===== src/rtl/mul_sequencer_pkg.sv =====
// Shared constants for the shift-add multiplier: FSM state encodings,
// the default operand width and the step-counter sizing helper.
package mul_sequencer_pkg;

  localparam int DEFAULT_WIDTH = 32;

  typedef enum logic [1:0] {
    IDLE = 2'd0,
    RUN  = 2'd1,
    DONE = 2'd2
  } state_t;

  // The step counter must be able to hold the value WIDTH itself,
  // so it needs one bit more than $clog2(WIDTH).
  function automatic int cnt_width(input int width);
    return $clog2(width) + 1;
  endfunction

endpackage


===== src/rtl/mul_sequencer_adder.sv =====
// Plain ripple-style WIDTH-bit adder with carry in/out. Used by the
// multiplier for the per-step partial-product addition.
module mul_sequencer_adder
  import mul_sequencer_pkg::*;
#(
  parameter int WIDTH = DEFAULT_WIDTH
) (
  input  logic [WIDTH-1:0] a,
  input  logic [WIDTH-1:0] b,
  input  logic             carry_in,
  output logic [WIDTH-1:0] sum,
  output logic             carry_out
);

  // Extend both operands by one bit so the carry lands in the MSB.
  assign {carry_out, sum} = {1'b0, a} + {1'b0, b} + {{WIDTH{1'b0}}, carry_in};

endmodule


===== src/rtl/mul_sequencer.sv =====
// Sequential unsigned multiplier: one shift-add step per clock, fixed
// latency of WIDTH edges from acceptance to resp_valid.
//
//   state | meaning
//   ------+-------------------------------------------------------------
//   IDLE  | waiting for a request; req_ready high unless flush
//   RUN   | one shift-add step per edge, WIDTH steps in total
//   DONE  | product held on result with resp_valid high until taken
//
// flush returns to IDLE from any state and beats both acceptance and the
// response handshake.
module mul_sequencer
  import mul_sequencer_pkg::*;
#(
  parameter int WIDTH = DEFAULT_WIDTH
) (
  input  logic               clk,
  input  logic               rst_n,
  input  logic               req_valid,
  output logic               req_ready,
  input  logic [WIDTH-1:0]   a,
  input  logic [WIDTH-1:0]   b,
  input  logic               flush,
  output logic               resp_valid,
  input  logic               resp_ready,
  output logic [2*WIDTH-1:0] result,
  output logic               busy
);

  localparam int CNT_W = cnt_width(WIDTH);
  localparam logic [CNT_W-1:0] LAST_STEP = CNT_W'(WIDTH - 1);

  state_t             state;
  state_t             state_next;
  logic [WIDTH-1:0]   mcand;
  logic [WIDTH-1:0]   mplier;
  logic [2*WIDTH-1:0] acc;
  logic [CNT_W-1:0]   cnt;

  logic               accept;
  logic               step_last;
  logic [WIDTH-1:0]   add_sum;
  logic               add_carry;
  logic [WIDTH:0]     upper;

  assign req_ready  = (state == IDLE) && !flush;
  assign accept     = req_valid && req_ready;
  assign step_last  = (cnt == LAST_STEP);
  assign resp_valid = (state == DONE);
  assign busy       = (state != IDLE);
  assign result     = acc;

  mul_sequencer_adder #(
    .WIDTH (WIDTH)
  ) u_adder (
    .a         (acc[2*WIDTH-1:WIDTH]),
    .b         (mcand),
    .carry_in  (1'b0),
    .sum       (add_sum),
    .carry_out (add_carry)
  );

  // Upper half for this step: add the multiplicand only when the current
  // multiplier LSB is set; the carry becomes the extra top bit.
  assign upper = mplier[0] ? {add_carry, add_sum} : {1'b0, acc[2*WIDTH-1:WIDTH]};

  // State register.
  always_ff @(posedge clk or negedge rst_n) begin
    if (!rst_n) begin
      state <= IDLE;
    end else begin
      state <= state_next;
    end
  end

  // Next-state decode; flush overrides every other transition.
  always_comb begin
    state_next = state;
    if (flush) begin
      state_next = IDLE;
    end else begin
      case (state)
        IDLE:    if (accept)     state_next = RUN;
        RUN:     if (step_last)  state_next = DONE;
        DONE:    if (resp_ready) state_next = IDLE;
        default: state_next = IDLE;
      endcase
    end
  end

  // Datapath: latch operands at acceptance, then shift-add while in RUN.
  // A flushed RUN step still updates acc, which is harmless because the
  // next acceptance clears it.
  always_ff @(posedge clk or negedge rst_n) begin
    if (!rst_n) begin
      mcand  <= '0;
      mplier <= '0;
      acc    <= '0;
      cnt    <= '0;
    end else if (accept) begin
      mcand  <= a;
      mplier <= b;
      acc    <= '0;
      cnt    <= '0;
    end else if (state == RUN) begin
      acc    <= {upper, acc[WIDTH-1:1]};
      mplier <= mplier >> 1;
      cnt    <= cnt + CNT_W'(1);
    end
  end

endmodule


===== config.mk =====
export PLATFORM = sky130hd
export DESIGN_NAME = mul_sequencer
export DESIGN_NICKNAME = d
export VERILOG_FILES = /design/src/rtl/mul_sequencer_pkg.sv /design/src/rtl/mul_sequencer_adder.sv /design/src/rtl/mul_sequencer.sv
export SDC_FILE = /design/constraint.sdc
export NUM_CORES = 1
export LEC_CHECK = 0
export BUFFER_PORTS_ARGS = -buffer_cell sky130_fd_sc_hd__clkbuf_2
export CORE_UTILIZATION = 56
export DETAILED_ROUTE_END_ITERATION = 16
export HOLD_SLACK_MARGIN = 0.08
export PLACE_DENSITY_LB_ADDON = 0.25
export SLEW_MARGIN = 20
export SYNTH_ARGS = -nofsm -noshare
export SYNTH_HDL_FRONTEND = slang
export SYNTH_SLANG_ARGS = --single-unit

===== constraint.sdc =====
create_clock -name clk -period 3.12 [get_ports clk]
set_input_delay 0.312 -clock clk [delete_from_list [all_inputs] [get_ports clk]]
set_output_delay 0.312 -clock clk [all_outputs]
set_load 0.01 [all_outputs]

==> results of run 1 <==
-- cells in the mapped netlist, types with 16 or more instances --
| cell | n | area (um2) |
|---|---|---|
| nand2_1 | 202 | 758 |
| dfrtp_1 | 136 | 3400 |
| clkbuf_1 | 45 | 169 |
| a22oi_1 | 44 | 330 |
| a21oi_1 | 41 | 205 |
| ha_1 | 33 | 413 |
| a22o_1 | 32 | 280 |
| a21o_1 | 23 | 173 |
| nor2_1 | 20 | 75.1 |
| o21ai_0 | 20 | 100 |
| o21ai_1 | 19 | 95.1 |
| nand4_1 | 16 | 100 |
| xor2_1 | 16 | 140 |
-- cell families after synthesis --
| group | synth area share |
|---|---|
| adder cells (fa/ha/maj) | 0.0603 |
| buffers and inverters | 0.0307 |
| AO/OA/AOI/OAI | 0.215 |
| flip-flops | 0.474 |
| AND/OR/NAND/NOR | 0.169 |
| XOR/XNOR | 0.0354 |
| multiplexers | 0.0153 |
-- critical path: cells and delay by family, from the launching register on --
| kind | cells | cell delay (ns) |
|---|---|---|
| compound gates | 6 | 1.41 |
| xor+xnor | 1 | 0.20 |
| fa+ha+maj | 1 | 0.38 |
| flops | 1 | 0.40 |
| simple gates | 1 | 0.25 |
-- area by class of cell --
type,count,area (um2),share of cell area
multi-input combinational,577,3570,0.407
sequential,136,3400,0.388
timing repair buffer,165,956,0.109
clock buffer,19,443,0.0505
tap,168,210,0.0240
clock inverter,13,169,0.0192
inverter,7,26.3,0.00299
-- where the power goes --
part	leakage, uW	internal (uW)	switching, uW
Sequential	0.00177	2190	392
Clock	0.000287	1290	786
Combinational	0.00250	1140	1700
Total	0.00455	4610	2880
-- flip-flops by register name, indices dropped and copies added (netlist names) --
signal and count:
mplier 32, result 64, cnt 6, state 2, mcand 32
-- through the flow --
stage / total power (uW) / worst slack [ns]
2_1_floorplan: 4490 / 0.532
3_3_place_gp: 5240 / 0.497
4_1_cts: 7490 / 0.349
6_report: 7490 / 0.334
5_1_grt: 7950 / 0.154
3_5_place_dp: 5360 / 0.370
-- layer usage --
| layer | global-route usage | share of wire |
|---|---|---|
| met4 | 0.0952 | 0.016 |
| met1 | 0.388 | 0.43 |
| met2 | 0.486 | 0.49 |
| met5 | 0 | 0 |
| met3 | 0.0817 | 0.070 |
-- path summary, 6_finish.rpt --
path	start	end	slack [ns]	depth (start not counted)
max in group asynchronous	rst_n	result[6]$_DFFE_PN0P_	1.76	3
min in group asynchronous	rst_n	mcand[6]$_DFFE_PN0P_	0.48	2
hold / removal	a[25]	mcand[25]$_DFFE_PN0P_	0.09	3
hold reg to reg	mplier[11]$_DFFE_PN0P_	mplier[11]$_DFFE_PN0P_	0.47	2
setup / recovery	result[35]$_DFFE_PN0P_	result[62]$_DFFE_PN0P_	0.33	9
setup reg to reg	result[35]$_DFFE_PN0P_	result[62]$_DFFE_PN0P_	0.33	9
==> results.sh, run 1 <==
export IMPL_status="finished clean"
export IMPL_leakagePower_uw=0.00455
export IMPL_post_cts_setup_buffers=0
export IMPL_overflow=0
export IMPL_finalHoldViolations=0
export IMPL_ctsHoldBuffers=15
export IMPL_drtIter0Drc=598
export IMPL_tritoncts="done"
export IMPL_period_share=0.893
export IMPL_report_final_slew_viol_count=0
export IMPL_htree_levels=4
export IMPL_slowest_delay_ns=0.52
export IMPL_fin_util=0.716
export IMPL_drive_gt1_frac=0.208
export IMPL_worstPathRequired_ns=3.40
export IMPL_relSlewSlack=0.488
export IMPL_hold_path_class="in2reg"
export IMPL_rows=40
export IMPL_fin_skew_ns=0.00703
export IMPL_synthCells=771
export IMPL_coreArea_mm2=0.0123
export IMPL_start_util=0.585
export IMPL_grt_pass1_wl_um=30600
export IMPL_ios=136
export IMPL_async_reset_ff_frac=1.00
export IMPL_crit_arrival_ns=3.06
export IMPL_fill_cells=921
export IMPL_clockRootBuffer="clkbuf_16"
export IMPL_fin_crit_ns=2.79
export IMPL_die_h_um=115
export IMPL_setup_viol_count_final=0
export IMPL_whs_ns=0.0885
export IMPL_cts_buffer_depth=2
export IMPL_start_kind="flop"
export IMPL_antenna_cells=0
export IMPL_cts_resized=0
export IMPL_synth_avg_cell_area_um2=9.31
export IMPL_design_area_mm2=0.00877
export IMPL_final_cell_mix="202 x nand2_1, 136 x dfrtp_1, 134 x clkbuf_2"
export IMPL_die_area_mm2=0.0133
export IMPL_detail_route_wl_per_cell_um=17.2
export IMPL_synthToLayoutAreaGrowth_pct=22.3
export IMPL_cp_slowest_cell="a2111oi_0"
export IMPL_vdd_drop_max_mv=0.657
export IMPL_drtAntennaViolNets=0
export IMPL_fin_setup_tns_ns=0
export IMPL_cp_max_fo=5
export IMPL_synthFlopType="dfrtp_1"
export IMPL_track_usage=0.298
export IMPL_drt_pass1_iter_count=5
export IMPL_max_cap_viol_count=0
export IMPL_syn_num_nets=874
export IMPL_rsz0062_at_grt="no"
export IMPL_placed_area_mm2=0.00800
export IMPL_fin_nets=1007
export IMPL_viasPerCell=5.91
export IMPL_ys_ff_latch=136
export IMPL_port_buffers=135
export IMPL_cts_buffers=17
export IMPL_worst_pin_slew_ns=0.766
export IMPL_antenna_found_initial=0
export IMPL_crit_type="reg2reg"
export IMPL_clock_latency_ns=0.42
export IMPL_cts_sinks=136
export IMPL_yosys_warnings=0
export IMPL_netlist_area_mm2=0.00717
export IMPL_final_common_cell="nand2_1"
export IMPL_postRouteWirelength_um=18600
export IMPL_drc=0
export IMPL_max_clock_freq_ghz=0.359
export IMPL_die_width_um=115
export IMPL_vias=6416
export IMPL_layoutNonFillerInstCount=1085
export IMPL_ys_seq_area_frac=0.474
export IMPL_synth_edff_count=0
export IMPL_synth_distinct_cells=53
export IMPL_endpoint_kind="flop"
export IMPL_crit_chain="ha_1, a21o_1, a21oi_1, a211o_1, o211ai_1, and3_1, a2111oi_0, xor2_1, o21ai_1"
export IMPL_grt_pass1_vias=6286
export IMPL_place_gp_congestion=0.971
export IMPL_grt_max_degree=53
export IMPL_dp_cells=1037
export IMPL_place_hpwl_um=12600
export IMPL_powerDensity_mw_per_mm2=854
export IMPL_clk_pin_slew_ns=0.06
No activity file was read; power rests on OpenSTA's default activity.
==> run 2: changes to the inputs <==
CORE_ASPECT_RATIO = 1.2   (was not set)
clock period = 2.9 ns   (was 3.12 ns; I/O delays follow)
==> run 2 against run 1 <==
Clock-buffer cell count up 4. Non-clock buffer count grew 17. Sequential share of layout area decreased by 0.92 points. Cell area up 2.4%. Routed wire length is 4.5% higher. Largest cell class unchanged. Highest routed layer unchanged.
==> results.sh, run 2 (synthesized netlist as in run 1, its figures left out) <==
export IMPL_drt_pass1_iter_count=5
export IMPL_p_sw_uw=3120
export IMPL_finalHoldViolations=0
export IMPL_viasPerCell=6.01
export IMPL_track_usage=0.305
export IMPL_fin_skew_ns=0.00793
export IMPL_cp_max_fo=6
export IMPL_ios=136
export IMPL_tritoncts="done"
export IMPL_powerDensity_mw_per_mm2=920
export IMPL_rows=44
export IMPL_die_h_um=126
export IMPL_fill_cells=887
export IMPL_cts_buffer_depth=2
export IMPL_coreArea_mm2=0.0123
export IMPL_cts_buffers=17
export IMPL_htree_levels=4
export IMPL_fin_nets=1024
export IMPL_grt_pass1_vias=6501
export IMPL_place_gp_congestion=0.931
export IMPL_report_final_slew_viol_count=0
export IMPL_crit_type="reg2reg"
export IMPL_place_hpwl_um=12800
export IMPL_netSwitchingFraction=0.377
export IMPL_drc=0
export IMPL_grt_max_degree=83
export IMPL_finalPower_uw=8270
export IMPL_cts_sinks=136
export IMPL_final_cell_mix="202 x nand2_1, 136 x dfrtp_1, 134 x clkbuf_2"
export IMPL_relSlewSlack=0.492
export IMPL_overflow=0
export IMPL_period_share=0.925
export IMPL_vdd_drop_max_mv=0.525
export IMPL_start_util=0.584
export IMPL_antenna_found_initial=0
export IMPL_detail_route_wl_per_cell_um=17.8
export IMPL_p_clk_frac=0.288
export IMPL_drive_gt1_frac=0.206
export IMPL_largest_register_ffs=64
export IMPL_status="finished clean"
export IMPL_port_buffers=135
export IMPL_final_common_cell="nand2_1"
export IMPL_drtAntennaViolNets=0
export IMPL_max_clock_freq_ghz=0.373
export IMPL_rsz0062_at_grt="no"
export IMPL_leakagePower_uw=0.00465
export IMPL_max_cap_viol_count=0
export IMPL_worstPathRequired_ns=3.26
export IMPL_rrSetupSlack_ns=0.22
export IMPL_start_kind="flop"
export IMPL_grt_pass1_wl_um=32100
export IMPL_fin_crit_ns=2.68
export IMPL_fin_setup_tns_ns=0
export IMPL_drtIter0Drc=380
export IMPL_clockRootBuffer="clkbuf_16"
export IMPL_setup_viol_count_final=0
export IMPL_antenna_cells=0
export IMPL_endpoint_kind="flop"
export IMPL_synthToLayoutAreaGrowth_pct=25.3
export IMPL_hold_path_class="in2reg"
export IMPL_clk_pin_slew_ns=0.06
export IMPL_worst_pin_slew_ns=0.760
export IMPL_vias=6578
export IMPL_crit_arrival_ns=3.04
export IMPL_p_int_uw=5150
export IMPL_clock_latency_ns=0.42
export IMPL_seqPwrFrac=0.336
export IMPL_die_width_um=105
export IMPL_power_frac_comb=0.376
export IMPL_die_area_mm2=0.0133
export IMPL_postRouteWirelength_um=19500
-- run 2: changes by cell type in the layout (fill, tap and decap cells not counted), moves of 2 or more --
cell,delta
dlygate4sd3_1,+16
clkbuf_8,+3
clkinvlp_4,-2
inv_6,-2
-- run 2: layout make-up --
class | count | area [um2] | area share
clock inverter | 9 | 161 | 0.0180
tap | 161 | 201 | 0.0224
inverter | 7 | 26.3 | 0.00292
timing repair buffer | 182 | 1140 | 0.127
clock buffer | 23 | 488 | 0.0543
sequential | 136 | 3400 | 0.379
multi-input combinational | 577 | 3570 | 0.397
-- run 2: power by group through the flow --
stage / clock network [uW] / logic [uW] / registers [uW]
after global routing: 2470 / 3420 / 2830
after CTS: 2400 / 3070 / 2760
after floorplan: 0 / 2050 / 2780
after global placement: 0 / 2940 / 2760
final: 2380 / 3110 / 2780
after detailed placement: 0 / 3010 / 2790
-- run 2: timing repair --
action	CTS	global route
buffers inserted	0	0
hold buffers	32	0
gates resized for setup	0	1
endpoints found under the setup margin	0	1
hold endpoints to repair	85	0
-- run 2: final timing paths --
check,to,cells past startpoint,startpoint
max,result[57]$_DFFE_PN0P_,9,result[43]$_DFFE_PN0P_
min,mcand[9]$_DFFE_PN0P_,3,a[9]
max reg2reg,result[57]$_DFFE_PN0P_,9,result[43]$_DFFE_PN0P_
min reg2reg,mplier[8]$_DFFE_PN0P_,2,mplier[8]$_DFFE_PN0P_
max in group asynchronous,mcand[8]$_DFFE_PN0P_,3,rst_n
min in group asynchronous,result[8]$_DFFE_PN0P_,2,rst_n
-- run 2: metal layers --
| layer | track usage | vias up | wire length, um |
|---|---|---|---|
| met5 | 0 | - | 0 |
| met4 | 0.129 | 0 | 433 |
| met3 | 0.0637 | 36 | 1270 |
| met2 | 0.503 | 248 | 9730 |
| met1 | 0.392 | 3242 | 8020 |
| li1 | - | 3052 | - |
-- run 2: metrics by stage --
step,cell area (um2),setup slack [ns],util,std cells,hold slack (ns)
global route,8990,0.0346,0.732,1095,0.0946
global placement,8020,0.298,0.653,1031,0.258
floorplan,7170,0.312,-,771,-0.00559
detailed placement,8020,0.258,0.653,1031,0.270
finish,8990,0.216,0.732,1095,0.0906
CTS,8990,0.237,0.732,1095,0.0837
-- run 2: worst max-delay path: stages, from the launching register on --
cell and delay, ns:
dfrtp_1 0.41, ha_1 0.40, nand2_1 0.10, or3_4 0.40, o2111ai_2 0.19, nand2_2 0.12
o31ai_4 0.23, nand2_1 0.16, or4_1 0.50, nand3_1 0.09
